--- config.mk ---
export PLATFORM = sky130hd
export DESIGN_NAME = mmu_codec_bridge
export DESIGN_NICKNAME = d
export VERILOG_FILES = /design/src/rtl/mmu_codec_pkg.sv /design/src/rtl/codec_cmd_fifo.sv /design/src/rtl/mmu_codec_bridge.sv
export SDC_FILE = /design/constraint.sdc
export NUM_CORES = 1
export LEC_CHECK = 0
export CAP_MARGIN = 20
export CORE_ASPECT_RATIO = 0.75
export CORE_MARGIN = 1
export CORE_UTILIZATION = 45
export DETAILED_ROUTE_END_ITERATION = 7
export RECOVER_POWER = 25
export SYNTH_ARGS = -nofsm -noshare
export SYNTH_HDL_FRONTEND = slang
export SYNTH_HIERARCHICAL = 1
export SYNTH_SLANG_ARGS = --single-unit
--- constraint.sdc ---
create_clock -name clk -period 9.35 [get_ports clk]
set_clock_uncertainty 0.05 [all_clocks]
set_input_delay 2.3375 -clock clk [delete_from_list [all_inputs] [get_ports clk]]
set_output_delay 2.3375 -clock clk [all_outputs]
set_load 0.005 [all_outputs]
--- src/rtl/mmu_codec_pkg.sv ---
// rtl/mmu_codec_pkg.sv - shared types and constants for the codec register bridge
package mmu_codec_pkg;
    localparam int DEF_ADDR_W = 4;
    localparam int DEF_DATA_W = 24;

    localparam int ERR_OVF = 0;
    localparam int ERR_TMO = 1;

    typedef enum logic [1:0] {
        IDLE  = 2'd0,
        ISSUE = 2'd1,
        WAIT  = 2'd2
    } state_t;
endpackage

--- src/rtl/codec_cmd_fifo.sv ---
// rtl/codec_cmd_fifo.sv - first-word-fall-through command FIFO of {addr,data} entries
module codec_cmd_fifo
    import mmu_codec_pkg::*;
#(
    parameter int WIDTH = DEF_ADDR_W + DEF_DATA_W,
    parameter int DEPTH = 8
) (
    input  logic                     clk,
    input  logic                     rst,
    input  logic                     push,
    input  logic                     pop,
    input  logic [WIDTH-1:0]         wdata,
    output logic [WIDTH-1:0]         head,
    output logic [$clog2(DEPTH):0]   count,
    output logic                     full,
    output logic                     empty
);
    localparam int PW = $clog2(DEPTH);

    logic [WIDTH-1:0] mem [DEPTH];
    logic [PW:0]      wr_ptr;
    logic [PW:0]      rd_ptr;

    // Caller only pushes when space exists (or a pop frees it) and only pops when non-empty.
    always_ff @(posedge clk) begin
        if (rst) begin
            wr_ptr <= '0;
            rd_ptr <= '0;
        end else begin
            if (push) wr_ptr <= wr_ptr + 1'b1;
            if (pop)  rd_ptr <= rd_ptr + 1'b1;
        end
    end

    always_ff @(posedge clk) begin
        if (push) mem[wr_ptr[PW-1:0]] <= wdata;
    end

    // The extra pointer bit makes full and empty distinguishable with exact wrap.
    assign count = wr_ptr - rd_ptr;
    assign full  = (count == (PW+1)'(DEPTH));
    assign empty = (count == '0);
    assign head  = mem[rd_ptr[PW-1:0]];
endmodule

--- src/rtl/mmu_codec_bridge.sv ---
// rtl/mmu_codec_bridge.sv - CPU-to-codec register bridge: command FIFO, ce/ack drain FSM, errors
// Define CODEC_RDBACK_EN to build the shadow register file returning last writes on CPU reads.
module mmu_codec_bridge
    import mmu_codec_pkg::*;
#(
    parameter int ADDR_W      = DEF_ADDR_W,
    parameter int DATA_W      = DEF_DATA_W,
    parameter int FIFO_DEPTH  = 8,
    parameter int ACK_TIMEOUT = 255
) (
    input  logic              clk,
    input  logic              rst,
    input  logic              CPU_en_codec,
    input  logic              CPU_rw,
    input  logic [ADDR_W-1:0] CPU_addr,
    input  logic [DATA_W-1:0] din_mmu,
    output logic [DATA_W-1:0] dout_mmu,
    output logic              codec_ce,
    output logic [ADDR_W-1:0] codec_addr,
    output logic [DATA_W-1:0] codec_data,
    input  logic              codec_ack,
    output logic              busy,
    output logic              full,
    output logic [1:0]        err,
    input  logic              err_clr
);
    localparam int TW = $clog2(ACK_TIMEOUT + 1);
    localparam int CW = $clog2(FIFO_DEPTH) + 1;

    state_t                   state;
    logic [TW-1:0]            timer;
    logic [ADDR_W+DATA_W-1:0] head;
    logic [CW-1:0]            count;
    logic                     empty;
    logic                     wr_req;
    logic                     push;
    logic                     pop;
    logic                     ack_pop;
    logic                     tmo_pop;

    assign wr_req  = CPU_en_codec & ~CPU_rw;
    assign ack_pop = (state == WAIT) & codec_ack;
    assign tmo_pop = (state == WAIT) & ~codec_ack & (timer == TW'(ACK_TIMEOUT));
    assign pop     = ack_pop | tmo_pop;
    // A pop in the same cycle frees the slot, so a push at full is still accepted.
    assign push    = wr_req & (~full | pop);

    codec_cmd_fifo #(
        .WIDTH(ADDR_W + DATA_W),
        .DEPTH(FIFO_DEPTH)
    ) u_fifo (
        .clk  (clk),
        .rst  (rst),
        .push (push),
        .pop  (pop),
        .wdata({CPU_addr, din_mmu}),
        .head (head),
        .count(count),
        .full (full),
        .empty(empty)
    );

    assign busy = (count != '0) | (state != IDLE);

    // timer counts cycles since codec_ce rose; expiry leaves ce high ACK_TIMEOUT+1 cycles.
    always_ff @(posedge clk) begin
        if (rst) begin
            state      <= IDLE;
            codec_ce   <= 1'b0;
            codec_addr <= '0;
            codec_data <= '0;
            timer      <= '0;
        end else begin
            case (state)
                IDLE: begin
                    if (!empty) begin
                        {codec_addr, codec_data} <= head;
                        codec_ce <= 1'b1;
                        timer    <= '0;
                        state    <= ISSUE;
                    end
                end
                ISSUE: begin
                    timer <= timer + 1'b1;
                    state <= WAIT;
                end
                WAIT: begin
                    if (pop) begin
                        codec_ce <= 1'b0;
                        state    <= IDLE;
                    end else begin
                        timer <= timer + 1'b1;
                    end
                end
                default: begin
                    codec_ce <= 1'b0;
                    state    <= IDLE;
                end
            endcase
        end
    end

    // Set events win over a coincident clear.
    always_ff @(posedge clk) begin
        if (rst) begin
            err <= '0;
        end else begin
            err[ERR_OVF] <= (err[ERR_OVF] & ~err_clr) | (wr_req & ~push);
            err[ERR_TMO] <= (err[ERR_TMO] & ~err_clr) | tmo_pop;
        end
    end

`ifdef CODEC_RDBACK_EN
    logic [DATA_W-1:0] shadow [2**ADDR_W];

    always_ff @(posedge clk) begin
        if (rst) begin
            for (int i = 0; i < 2**ADDR_W; i++) shadow[i] <= '0;
            dout_mmu <= '0;
        end else begin
            if (push) shadow[CPU_addr] <= din_mmu;
            if (CPU_en_codec & CPU_rw) dout_mmu <= shadow[CPU_addr];
        end
    end
`else
    assign dout_mmu = '0;
`endif
endmodule

# --- Word level (Yosys, flattened, before mapping) ---
# Memory sizes are Yosys's and may differ from the RTL's. A register that Yosys moved wholly into a read port is not among the register bits.
# Cells that the tools add are included.
word_totals:
  ff_bits: 21
  ramBits: 224
  input_bits: 34
  output_inout_bits: 57
  elab_cells: 58
  n_memories: 1
op_classes:
  add_sub_neg: 4
  n_eq_ne: 7
  n_mux: 11
  bitwise: 20
  n_reduce_logical: 9
memory_table:
  columns: ["memory", "depth", "word_bits", "read_ports", "rd_ports_with_merged_regs", "wr", "line_no", "source"]
  rows:
  - ["u_fifo.mem", 8, 28, 1, 1, 1, "codec_cmd_fifo.sv:20", "logic [WIDTH-1:0] mem [DEPTH];"]
op_table:
  columns: ["cell", "count"]
  rows:
  - ["one-hot mux 8 bit (3 select lines)", 1]
  - ["two-way mux 8 bit", 2]
  - ["adder 4 x 1 -> 4 bit (second input constant)", 2]
  - ["adder 8 x 1 -> 8 bit (second input constant)", 1]
  - ["AND 1 bit", 8]
  - ["== test 8 bit (second input constant)", 1]
  - ["inverter 1 bit", 7]
  - ["!= test 2 bit (second input constant)", 3]
  - ["one-hot mux 2 bit (3 select lines)", 1]
  - ["AND reduction 3 bit", 2]
  - ["OR 1 bit", 5]
  - ["== test 4 bit (second input constant)", 1]
  - ["zero test 4 bit", 1]
  - ["two-way mux 1 bit", 4]
  - ["two-way mux 2 bit", 2]
  - ["AND reduction 2 bit", 2]
  - ["nonzero test 4 bit", 1]
  - ["subtractor 4 bit", 1]
  - ["one-hot mux 1 bit (3 select lines)", 1]
  - ["nonzero test 3 bit", 1]
  - ["== test 2 x 1 -> 1 bit (second input constant)", 1]
  - ["== test 2 bit (second input constant)", 1]
  - ["zero test 2 bit", 1]
  - ["nonzero test 2 bit", 1]

# --- Logic depth before layout (Yosys ltp) ---
# Gate-level depths: netlist of the first run.
logic_depth:
  word_depth: 9
  depth_mapped: 12
  ltp_nobuf: 11

# --- Hierarchy ---
# The synthesis of the first run kept the hierarchy.
by_module_without_submodules:
  columns: ["module", "instances", "cells_per_inst", "area_per_inst_um2", "seq_area_each_um2"]
  rows:
  - ["codec_cmd_fifo", 1, 390, 9023.7, 6946.7]
  - ["mmu_codec_bridge", 1, 243, 1930.6, 820.8]

# --- Least setup slack after synthesis of the first run ---
# Ideal clock, no wire load.
synth_timing:
  path_type: "input -> register"
  startpoint: "in codec_ack"
  endpoint: "mem u_fifo/mem[2][0] in the netlist's numbering, enable pin"
  setup_ns: 0.448
  arrival_time_ns: 5.029
  t_required_ns: 8.852
  slack_ns: 3.823
  stages: 5
  path_buffers: 0
  path_cell_list: "nand2_1 > o21a_1 > a21oi_1 > nand2_1 > nor3_1"
synth_via:
  elab_chain_cells: 8
  elab_cells_between_ends: 9
  cone_classes: "mux (2); bitwise (7)"
synth_rtl:
  columns: ["element", "line_no", "source"]
  rows:
  - ["from (decl)", "mmu_codec_bridge.sv:21", "input logic codec_ack,"]
  - ["inverter 1 bit", "mmu_codec_bridge.sv:43", "assign tmo_pop = (state == WAIT) & ~codec_ack & (timer == TW'(ACK_TIMEOUT));"]
  - ["AND 1 bit (2 in a row)", "mmu_codec_bridge.sv:43", null]
  - ["OR 1 bit (*)", "mmu_codec_bridge.sv:44", "assign pop = ack_pop | tmo_pop;"]
  - ["OR 1 bit (*)", "mmu_codec_bridge.sv:46", "assign push = wr_req & (~full | pop);"]
  - ["AND 1 bit (*)", "mmu_codec_bridge.sv:46", null]
  - ["net push", "mmu_codec_bridge.sv:36", "logic push;"]
  - ["two-way mux 1 bit (*)", "codec_cmd_fifo.sv:36", "if (push) mem[wr_ptr[PW-1:0]] <= wdata;"]
  - ["two-way mux 1 bit (not written as such) (*)", "codec_cmd_fifo.sv:36", null]
  - ["to (decl)", "codec_cmd_fifo.sv:20", null]
# The timed path passes the listed nets; every way through them passes the cells marked *.

# --- Worst setup path after layout of the first run ---
layout_timing:
  startpoint: "reg u_fifo.wr_ptr[0]"
  endpoint: "out full"
layout_via:
  elab_chain_cells: 2
layout_rtl:
  columns: ["element", "line_no", "source"]
  rows:
  - ["from (decl)", "codec_cmd_fifo.sv:21", "logic [PW:0] wr_ptr;"]
  - ["from (signal assigned)", "codec_cmd_fifo.sv:30", "if (push) wr_ptr <= wr_ptr + 1'b1;"]
  - ["subtractor 4 bit", "codec_cmd_fifo.sv:40", "assign count = wr_ptr - rd_ptr;"]
  - ["net count[1]", "mmu_codec_bridge.sv:33", "logic [CW-1:0] count;"]
  - ["== test 4 bit", "codec_cmd_fifo.sv:41", "assign full = (count == (PW+1)'(DEPTH));"]
  - ["to (decl)", "mmu_codec_bridge.sv:23", "output logic full,"]
# The timed path passes the listed nets, and every way through them passes these cells.

==> flow_metrics.py, run 1 <==
metrics = {
    "place": {
        "io_buffers": 66,
        "place_ws_ps": 4110,
        "place_hpwl_mm": 11.7,
        "postPlaceCellArea_sq_um": 11800,
        "place.gp.congestion": 0.733,
    },
    "power": {
        "power_density_nw_per_um2": 228,
        "clkPwrFrac_pct": 37.1,
        "comb_power_share_pct": 14.2,
        "p_sw_mw": 0.698,
        "ir_drop_v": 0.000175,
        "internal_power_mw": 2.21,
        "p_sw_share_pct": 24.0,
        "leakage_nw": 4.11,
        "pwr-share-seq_pct": 48.7,
    },
    "clocking": {
        "ctsRootBufferMaster": "clkbuf_16",
        "clk_pin_slew_ps": 60,
        "htreeDepth": 1,
        "post_cts_buffers": 0,
        "cts_resized": 0,
        "cts.sinks": 276,
        "numCtsBuffers": 28,
        "ctsLongestPathBuffers": 3,
        "clk_latency_ps": 540,
        "tritoncts": "yes",
        "postCtsHoldBufs": 0,
    },
    "logic_synthesis": {
        "yosys.area.top_type_share_pct": 61.4,
        "ys_seq_elements": 276,
        "post-synth-top-area-cell": "edfxtp_1",
        "synth-main-ff-cell": "edfxtp_1",
        "synth_cells": 633,
        "yosysMostFrequentCell": "edfxtp_1",
        "syn_area_per_cell_sq_um": 17.3,
        "synth_common_cells": "edfxtp_1, nand2_1, dfxtp_1, mux4_2, a21oi_1",
        "synth_cell_types": 45,
        "syn_area_sq_um": 11000,
        "synth_warnings": 6,
        "synth_area_leaders": "edfxtp_1, mux4_2, dfxtp_1, mux2_2, nand2_1",
        "synth_edf_count": 224,
        "synth_seq_area_share_pct": 70.9,
        "async_flop_share_pct": 0,
    },
    "layout": {
        "area_growth_pct": 16.3,
        "fin_area_sq_um": 12700,
        "layout.nets": 753,
        "final_core_util_pct": 53.3,
        "drive_gt1_share_pct": 18.8,
        "fillCellCount": 1895,
        "multi_input_area_sq_um": 2930,
        "regArea_sq_um": 7770,
        "n_antenna_cell": 0,
    },
    "worst_setup_path": {
        "cp_data_arrival_time_ps": 2940,
        "end_kind": "primary output",
        "reg2regPathDepth": 10,
        "r2r_slack_ps": 5620,
        "crit_start": "u_fifo/wr_ptr[0]",
        "worstPathRequired_ps": 6960,
        "reg2reg_to": "u_fifo/mem[6][22]",
        "start_kind": "register",
        "cp_max_fo": 7,
        "r2r_start": "u_fifo/wr_ptr[0]",
        "crit_type": "register to primary output",
    },
    "hold_path": {
        "worstHoldPathCells": 2,
        "hp-start": "codec_data[23]",
        "min_path_type": "register to register",
        "min_to": "codec_data[23]",
    },
    "sta": {
        "period_minus_slack_ps": 5330,
        "worst_pin_slew_ps": 1090,
        "fmax_ghz": 0.188,
        "final_max_slew_viol_count": 0,
        "postLayoutSetupSlackWorst_ps": 4020,
        "min_period_over_period_pct": 57.0,
        "final-setup-viol-count": 0,
        "hold_viol": 0,
        "finalSetupTns_ps": 0,
        "slew_headroom_pct": 26.9,
        "rsz0062_at_grt": "false",
    },
    "detailed_routing": {
        "wl_per_cell_microns": 20.0,
        "ant_nets": 0,
        "first_pass_iters": 6,
        "totalWireLength_mm": 20.7,
        "via_count": 5524,
        "viasPerCell": 5.34,
        "drc": 0,
        "drt_iter0_drc": 352,
    },
    "floorplanning": {
        "dieArea_sq_um": 25000,
        "die_h_microns": 137,
        "die_w_microns": 182,
        "io_pins": 91,
        "core-area_sq_um": 23900,
        "rows": 49,
        "start_util_pct": 45.8,
    },
    "global_routing": {
        "grt_max_degree": 57,
        "grt_pass1_vias": 5548,
        "grt_first_pass_wirelength_mm": 31.8,
        "antenna_found_initial": 0,
        "grt_usage_pct": 16.9,
        "grt-ovfl-total": 0,
    },
    "flow_run": {
        "timing.max_cap.violations": 0,
    },
    "status": {
        "outcome": "complete, no violations",
    },
}
-- per-layer routing --
layer	routed length, microns	global-route usage [%]	vias up
met5	0	0	-
met4	319	4.11	0
met3	826	2.98	28
met2	9650	27.4	138
met1	9880	23.8	2810
li1	-	-	2548
-- how the worst max path moves through the flow --
stage	end	slack (ps)	depth (start not counted)
finish	full	4020	7
global route	full	3870	7
CTS	full	4000	7
detailed placement	u_fifo/mem[6][27]	4110	6
global placement	u_fifo/mem[6][1]	4180	6
floorplan	u_fifo/mem[2][0]	3820	5
-- power groups by stage --
stage | logic (mW) | registers, mW | clock network, mW
6_report | 0.413 | 1.41 | 1.08
5_1_grt | 0.455 | 1.42 | 1.15
2_1_floorplan | 0.250 | 1.44 | 0
3_5_place_dp | 0.420 | 1.44 | 0
4_1_cts | 0.422 | 1.42 | 1.10
3_3_place_gp | 0.411 | 1.44 | 0
-- worst max-delay path: stages (launching register included) --
cell and delay, ps:
dfxtp_1 480, inv_1 110, ha_1 220, inv_1 70, fa_1 410, or3_1 360
and3b_1 270, clkdlybuf4s50_1 510
-- cell families (layout without fill, tap and decap cells) --
logic type	after synthesis	count (layout)	share of synthesized area (%)
multiplexers	86	86	14.9
flip-flops	276	276	70.9
other	1	24	0.0342
AND/OR/NAND/NOR	123	123	5.13
AO/OA/AOI/OAI	64	64	3.40
adder cells (fa/ha/maj)	12	12	1.44
XOR/XNOR	7	7	0.560
buffers and inverters	64	137	3.64
-- registers in the layout, indices dropped and copies added, names as in the netlist, named ones only --
name	count
u_fifo/wr_ptr	4
codec_data	24
state	2
err	2
u_fifo/rd_ptr	4
codec_ce	1
timer	8
codec_addr	4
u_fifo/mem	224
-- cell type report --
type / instances / area share [%]
Sequential cell: 276 / 61.0
Clock inverter: 12 / 0.972
Inverter: 12 / 0.354
Tap cell: 306 / 3.01
Multi-Input combinational cell: 316 / 23.0
Timing Repair Buffer: 73 / 5.56
Clock buffer: 40 / 6.09
-- stage by stage --
step                      hold WS (ps)  instances  power, mW
after floorplan                    398        656       1.69
after global placement             390        983       1.85
after detailed placement           396        983       1.86
after CTS                          404       1035       2.94
after global routing               416       1035       3.03
final                              403       1035       2.90
-- placed cells by master, fill, tap and decap left out, types with 3 or more instances in the layout --
cell type and count:
clkbuf_1 9, o211a_1 3, a21oi_1 42, inv_1 12, nor3_1 4, o21ai_0 7, nand3_1 10, nand4_1 3
dfxtp_1 50, ha_1 11, mux4_2 47, or3_1 5, nor2_4 6, buf_4 7, conb_1 24, clkbuf_8 3
xor2_1 4, mux4_1 9, clkbuf_16 28, dlygate4sd3_1 20, clkinv_2 5, nand2_1 69, o21a_1 5, xnor2_1 3
edfxtp_1 224, mux2_2 28, nand2b_1 4, nor2_1 10, clkdlybuf4s50_1 45
Note: power is estimated with default switching activity, not from simulation.
==> run 2: changes to the inputs <==
- PLACE_DENSITY: unset -> 0.67
- clock period: 9.35 -> 4.6 ns (I/O delays scaled with it)
==> flow_metrics.py, run 2 (same netlist as run 1, synthesis figures left out) <==
metrics = {
    "status": {
        "outcome": "complete, no violations",
    },
    "clocking": {
        "clk_pin_slew_ps": 60,
        "post_cts_buffers": 0,
        "postCtsHoldBufs": 0,
        "clk_latency_ps": 540,
        "htreeDepth": 1,
        "tritoncts": "yes",
        "cts.sinks": 276,
        "numCtsBuffers": 26,
        "ctsLongestPathBuffers": 3,
        "cts_resized": 0,
        "ctsRootBufferMaster": "clkbuf_16",
    },
    "layout": {
        "final_common_cell": "edfxtp_1",
        "fin_area_sq_um": 12800,
        "area_growth_pct": 16.9,
        "fin_cells": 1039,
        "fillCellCount": 1906,
        "final_cell_mix": "edfxtp_1, nand2_1, dfxtp_1, clkdlybuf4s50_1, mux4_2",
        "final_core_util_pct": 53.5,
        "largest_reg_flops": 224,
        "layout.nets": 759,
        "drive_gt1_share_pct": 19.0,
        "n_antenna_cell": 0,
    },
    "place": {
        "placed_cells": 990,
        "postPlaceCellArea_sq_um": 11900,
        "io_buffers": 66,
        "place.gp.congestion": 0.712,
        "place_hpwl_mm": 12.5,
    },
    "worst_setup_path": {
        "reg2regPathDepth": 11,
        "reg2reg_to": "u_fifo/mem[1][14]",
        "worstPathRequired_ps": 3400,
        "end_kind": "primary output",
        "cp_data_arrival_time_ps": 2970,
        "crit_type": "register to primary output",
        "r2r_start": "u_fifo/wr_ptr[0]",
        "r2r_slack_ps": 1110,
        "start_kind": "register",
        "cp_max_fo": 7,
    },
    "detailed_routing": {
        "viasPerCell": 5.42,
        "drt_iter0_drc": 333,
        "drc": 0,
        "wl_per_cell_microns": 20.3,
        "first_pass_iters": 5,
        "totalWireLength_mm": 21.1,
        "ant_nets": 0,
        "via_count": 5635,
    },
    "sta": {
        "period_minus_slack_ps": 4170,
        "min_period_over_period_pct": 90.7,
        "rsz0062_at_grt": "false",
        "hold_viol": 0,
        "fmax_ghz": 0.240,
        "final_max_slew_viol_count": 0,
        "final-setup-viol-count": 0,
        "slew_headroom_pct": 37.9,
        "finalSetupTns_ps": 0,
        "worst_pin_slew_ps": 931,
    },
    "floorplanning": {
        "start_util_pct": 45.8,
        "io_pins": 91,
        "dieArea_sq_um": 25000,
        "die_h_microns": 137,
        "die_w_microns": 182,
        "core-area_sq_um": 23900,
        "rows": 49,
    },
    "hold_path": {
        "min_path_type": "register to register",
        "min_to": "codec_data[21]",
        "worstHoldPathCells": 2,
        "hp-start": "codec_data[21]",
    },
    "global_routing": {
        "grt_usage_pct": 17.4,
        "grt-ovfl-total": 0,
        "grt_first_pass_wirelength_mm": 32.7,
        "grt_pass1_vias": 5773,
        "grt_max_degree": 52,
        "antenna_found_initial": 0,
    },
    "power": {
        "leakage_nw": 4.14,
        "power_density_nw_per_um2": 459,
        "ir_drop_v": 0.000352,
        "power.total_mw": 5.87,
    },
    "flow_run": {
        "timing.max_cap.violations": 0,
    },
}
## run 2: worst max path at each step
stage,slack [ps],depth (start not counted),startpoint,to
after floorplan,170,10,u_fifo/wr_ptr[0],u_fifo/mem[2][0]
after global placement,890,7,codec_ack,u_fifo/mem[1][27]
after detailed placement,790,7,codec_ack,u_fifo/mem[2][11]
after CTS,420,7,u_fifo/wr_ptr[0],full
after global routing,290,7,u_fifo/wr_ptr[0],full
final,430,7,u_fifo/wr_ptr[0],full
## run 2: layer usage
layer	up-vias	wire length [microns]	global-route usage, %
met5	-	0	0
met4	0	352	3.92
li1	2566	-	-
met2	148	10100	29.4
met3	32	1050	3.17
met1	2889	9590	23.8
## run 2: critical path: stages (launching register included)
cell and delay, ps:
dfxtp_1 470, inv_1 110, ha_1 220, inv_1 70, fa_1 420, or3_1 370
and3b_1 270, clkdlybuf4s50_1 520
## run 2: where the power goes
| part | internal (mW) | leakage (nW) | switching [mW] | total, mW |
|---|---|---|---|---|
| Clock | 1.27 | 0.411 | 0.892 | 2.16 |
| Combinational | 0.390 | 1.28 | 0.429 | 0.819 |
| Sequential | 2.81 | 2.45 | 0.0812 | 2.89 |
## run 2: layout make-up
| class | instances | area, sq um | share of cell area, % |
|---|---|---|---|
| Sequential cell | 276 | 7770 | 60.7 |
| Multi-Input combinational cell | 316 | 2930 | 22.9 |
| Timing Repair Buffer | 81 | 801 | 6.26 |
| Clock buffer | 32 | 673 | 5.26 |
| Tap cell | 306 | 383 | 2.99 |
| Clock inverter | 16 | 195 | 1.52 |
| Inverter | 12 | 45.0 | 0.352 |
## run 2: stage by stage
step	hold WS [ps]	setup slack, ps
after floorplan	398	167
after global placement	392	885
after detailed placement	395	791
after CTS	404	416
after global routing	432	288
final	402	427
==> run 3: changes to the inputs <==
- CORE_ASPECT_RATIO: 0.75 -> unset
- REMOVE_ABC_BUFFERS: unset -> 1
==> flow_metrics.py, run 3 (same netlist as run 1, synthesis figures left out) <==
metrics = {
    "sta": {
        "postLayoutSetupSlackWorst_ps": 374,
        "slew_headroom_pct": 44.8,
        "fmax_ghz": 0.237,
        "period_minus_slack_ps": 4230,
        "min_period_over_period_pct": 91.9,
        "rsz0062_at_grt": "false",
        "finalSetupTns_ps": 0,
        "worst_pin_slew_ps": 828,
        "final-setup-viol-count": 0,
        "hold_viol": 0,
        "final_max_slew_viol_count": 0,
    },
    "detailed_routing": {
        "wl_per_cell_microns": 19.9,
        "totalWireLength_mm": 21.0,
        "first_pass_iters": 4,
        "drt_iter0_drc": 338,
        "viasPerCell": 5.32,
        "drc": 0,
        "ant_nets": 0,
        "via_count": 5614,
    },
    "layout": {
        "final_common_cell": "edfxtp_1",
        "largest_reg_flops": 224,
        "drive_gt1_share_pct": 19.7,
        "area_growth_pct": 17.8,
        "fillCellCount": 1885,
        "n_antenna_cell": 0,
        "regArea_sq_um": 7770,
        "multi_input_area_sq_um": 2930,
        "final_cell_mix": "edfxtp_1, nand2_1, dfxtp_1, clkdlybuf4s50_1, mux4_2",
        "fin_cells": 1056,
        "fin_area_sq_um": 12900,
        "layout.nets": 764,
    },
    "power": {
        "leakage_nw": 4.20,
        "power.total_mw": 6.02,
        "ir_drop_v": 0.000294,
        "power_density_nw_per_um2": 467,
    },
    "status": {
        "outcome": "complete, no violations",
    },
    "flow_run": {
        "timing.max_cap.violations": 0,
    },
    "clocking": {
        "numCtsBuffers": 28,
        "tritoncts": "yes",
        "cts_resized": 0,
        "ctsLongestPathBuffers": 3,
        "ctsRootBufferMaster": "clkbuf_16",
        "clk_pin_slew_ps": 60,
        "htreeDepth": 1,
        "cts.sinks": 276,
        "clk_latency_ps": 530,
        "postCtsHoldBufs": 0,
        "post_cts_buffers": 0,
    },
    "floorplanning": {
        "rows": 56,
        "start_util_pct": 46.3,
        "core-area_sq_um": 23700,
        "die_h_microns": 158,
        "dieArea_sq_um": 25000,
        "io_pins": 91,
        "die_w_microns": 158,
    },
    "worst_setup_path": {
        "cp_max_fo": 7,
        "worstPathRequired_ps": 3400,
        "cp_data_arrival_time_ps": 3030,
        "reg2reg_to": "u_fifo/mem[7][27]",
        "reg2regPathDepth": 11,
        "end_kind": "primary output",
        "path_cells": "inv_1 -> ha_1 -> inv_1 -> fa_1 -> or3_1 -> and3b_1 -> clkdlybuf4s50_1",
        "slowest_delay_ps": 510,
        "crit_buf_inv": 3,
        "crit_type": "register to primary output",
        "start_kind": "register",
        "path_delay_family": "buffers and inverters",
        "slowest_stage": "clkdlybuf4s50_1",
        "r2r_slack_ps": 930,
        "r2r_start": "u_fifo/wr_ptr[0]",
        "crit_top_cell": "inv_1",
    },
    "hold_path": {
        "worstHoldPathCells": 2,
        "min_to": "codec_data[7]",
        "min_path_type": "register to register",
        "hp-start": "codec_data[7]",
    },
    "global_routing": {
        "antenna_found_initial": 0,
        "grt-ovfl-total": 0,
        "grt_usage_pct": 17.7,
        "grt_pass1_vias": 5797,
        "grt_max_degree": 43,
        "grt_first_pass_wirelength_mm": 32.7,
    },
    "place": {
        "placed_cells": 1007,
        "place.gp.congestion": 0.812,
        "io_buffers": 66,
        "place_hpwl_mm": 13.1,
        "postPlaceCellArea_sq_um": 12000,
        "place_ws_ps": 644,
    },
}
==> run 3: changes by cell type in the layout (fill, tap and decap cells not counted) <==
cell / previous run / this run
clkinv_8: 1 / 0
buf_16: 1 / 0
clkinvlp_4: 2 / 0
buf_4: 13 / 16
clkbuf_16: 26 / 29
clkinv_4: 1 / 0
clkinv_1: 7 / 3
buf_12: 1 / 2
bufinv_16: 4 / 5
clkbuf_1: 6 / 8
clkinv_2: 0 / 3
==> run 3: cell type report <==
type,count,share of cell area [%]
clock inverter,12,1.43
timing repair buffer,84,6.32
tap,319,3.09
sequential,276,60.2
clock buffer,37,5.86
inverter,12,0.349
multi-input combinational,316,22.7
==> run 3: power breakdown <==
part	switching [mW]	internal, mW	leakage [nW]
clock network	0.874	1.43	0.458
registers	0.0815	2.81	2.45
logic	0.433	0.395	1.29
==> run 3: worst max path at each step <==
| stage | start | endpoint | slack [ps] | depth (start not counted) |
|---|---|---|---|---|
| global route | u_fifo/wr_ptr[0] | full | 210 | 7 |
| finish | u_fifo/wr_ptr[0] | full | 370 | 7 |
| detailed placement | codec_ack | u_fifo/mem[7][0] | 640 | 7 |
| global placement | codec_ack | u_fifo/mem[7][27] | 720 | 7 |
| floorplan | u_fifo/wr_ptr[0] | u_fifo/mem[2][0] | 170 | 10 |
| CTS | u_fifo/wr_ptr[0] | full | 350 | 7 |
==> run 3: routing by layer <==
layer  vias to the layer above  track usage (%)  share of wire, %
met1                      2853             24.0                44
met3                        30             2.60               5.9
met2                       155             30.1                49
li1                       2576                -                 -
met5                         -                0                 0
met4                         0             4.26               1.7
==> run 3: worst register-to-register path: stages, from the launching register on <==
cell     delay (ps)
dfxtp_1         400
inv_1           120
ha_1            170
inv_1            60
fa_1            370
xor2_1          170
or3_1           140
and3b_1         210
a21oi_1         450
nand2_1         380
nor2_4          570
buf_4           290
==> run 3: stage by stage <==
stage          hold slack (ps)  util [%]
2_1_floorplan              392         -
3_3_place_gp               392      50.5
3_5_place_dp               397      50.5
4_1_cts                    405      54.5
5_1_grt                    420      54.5
6_report                   403      54.5
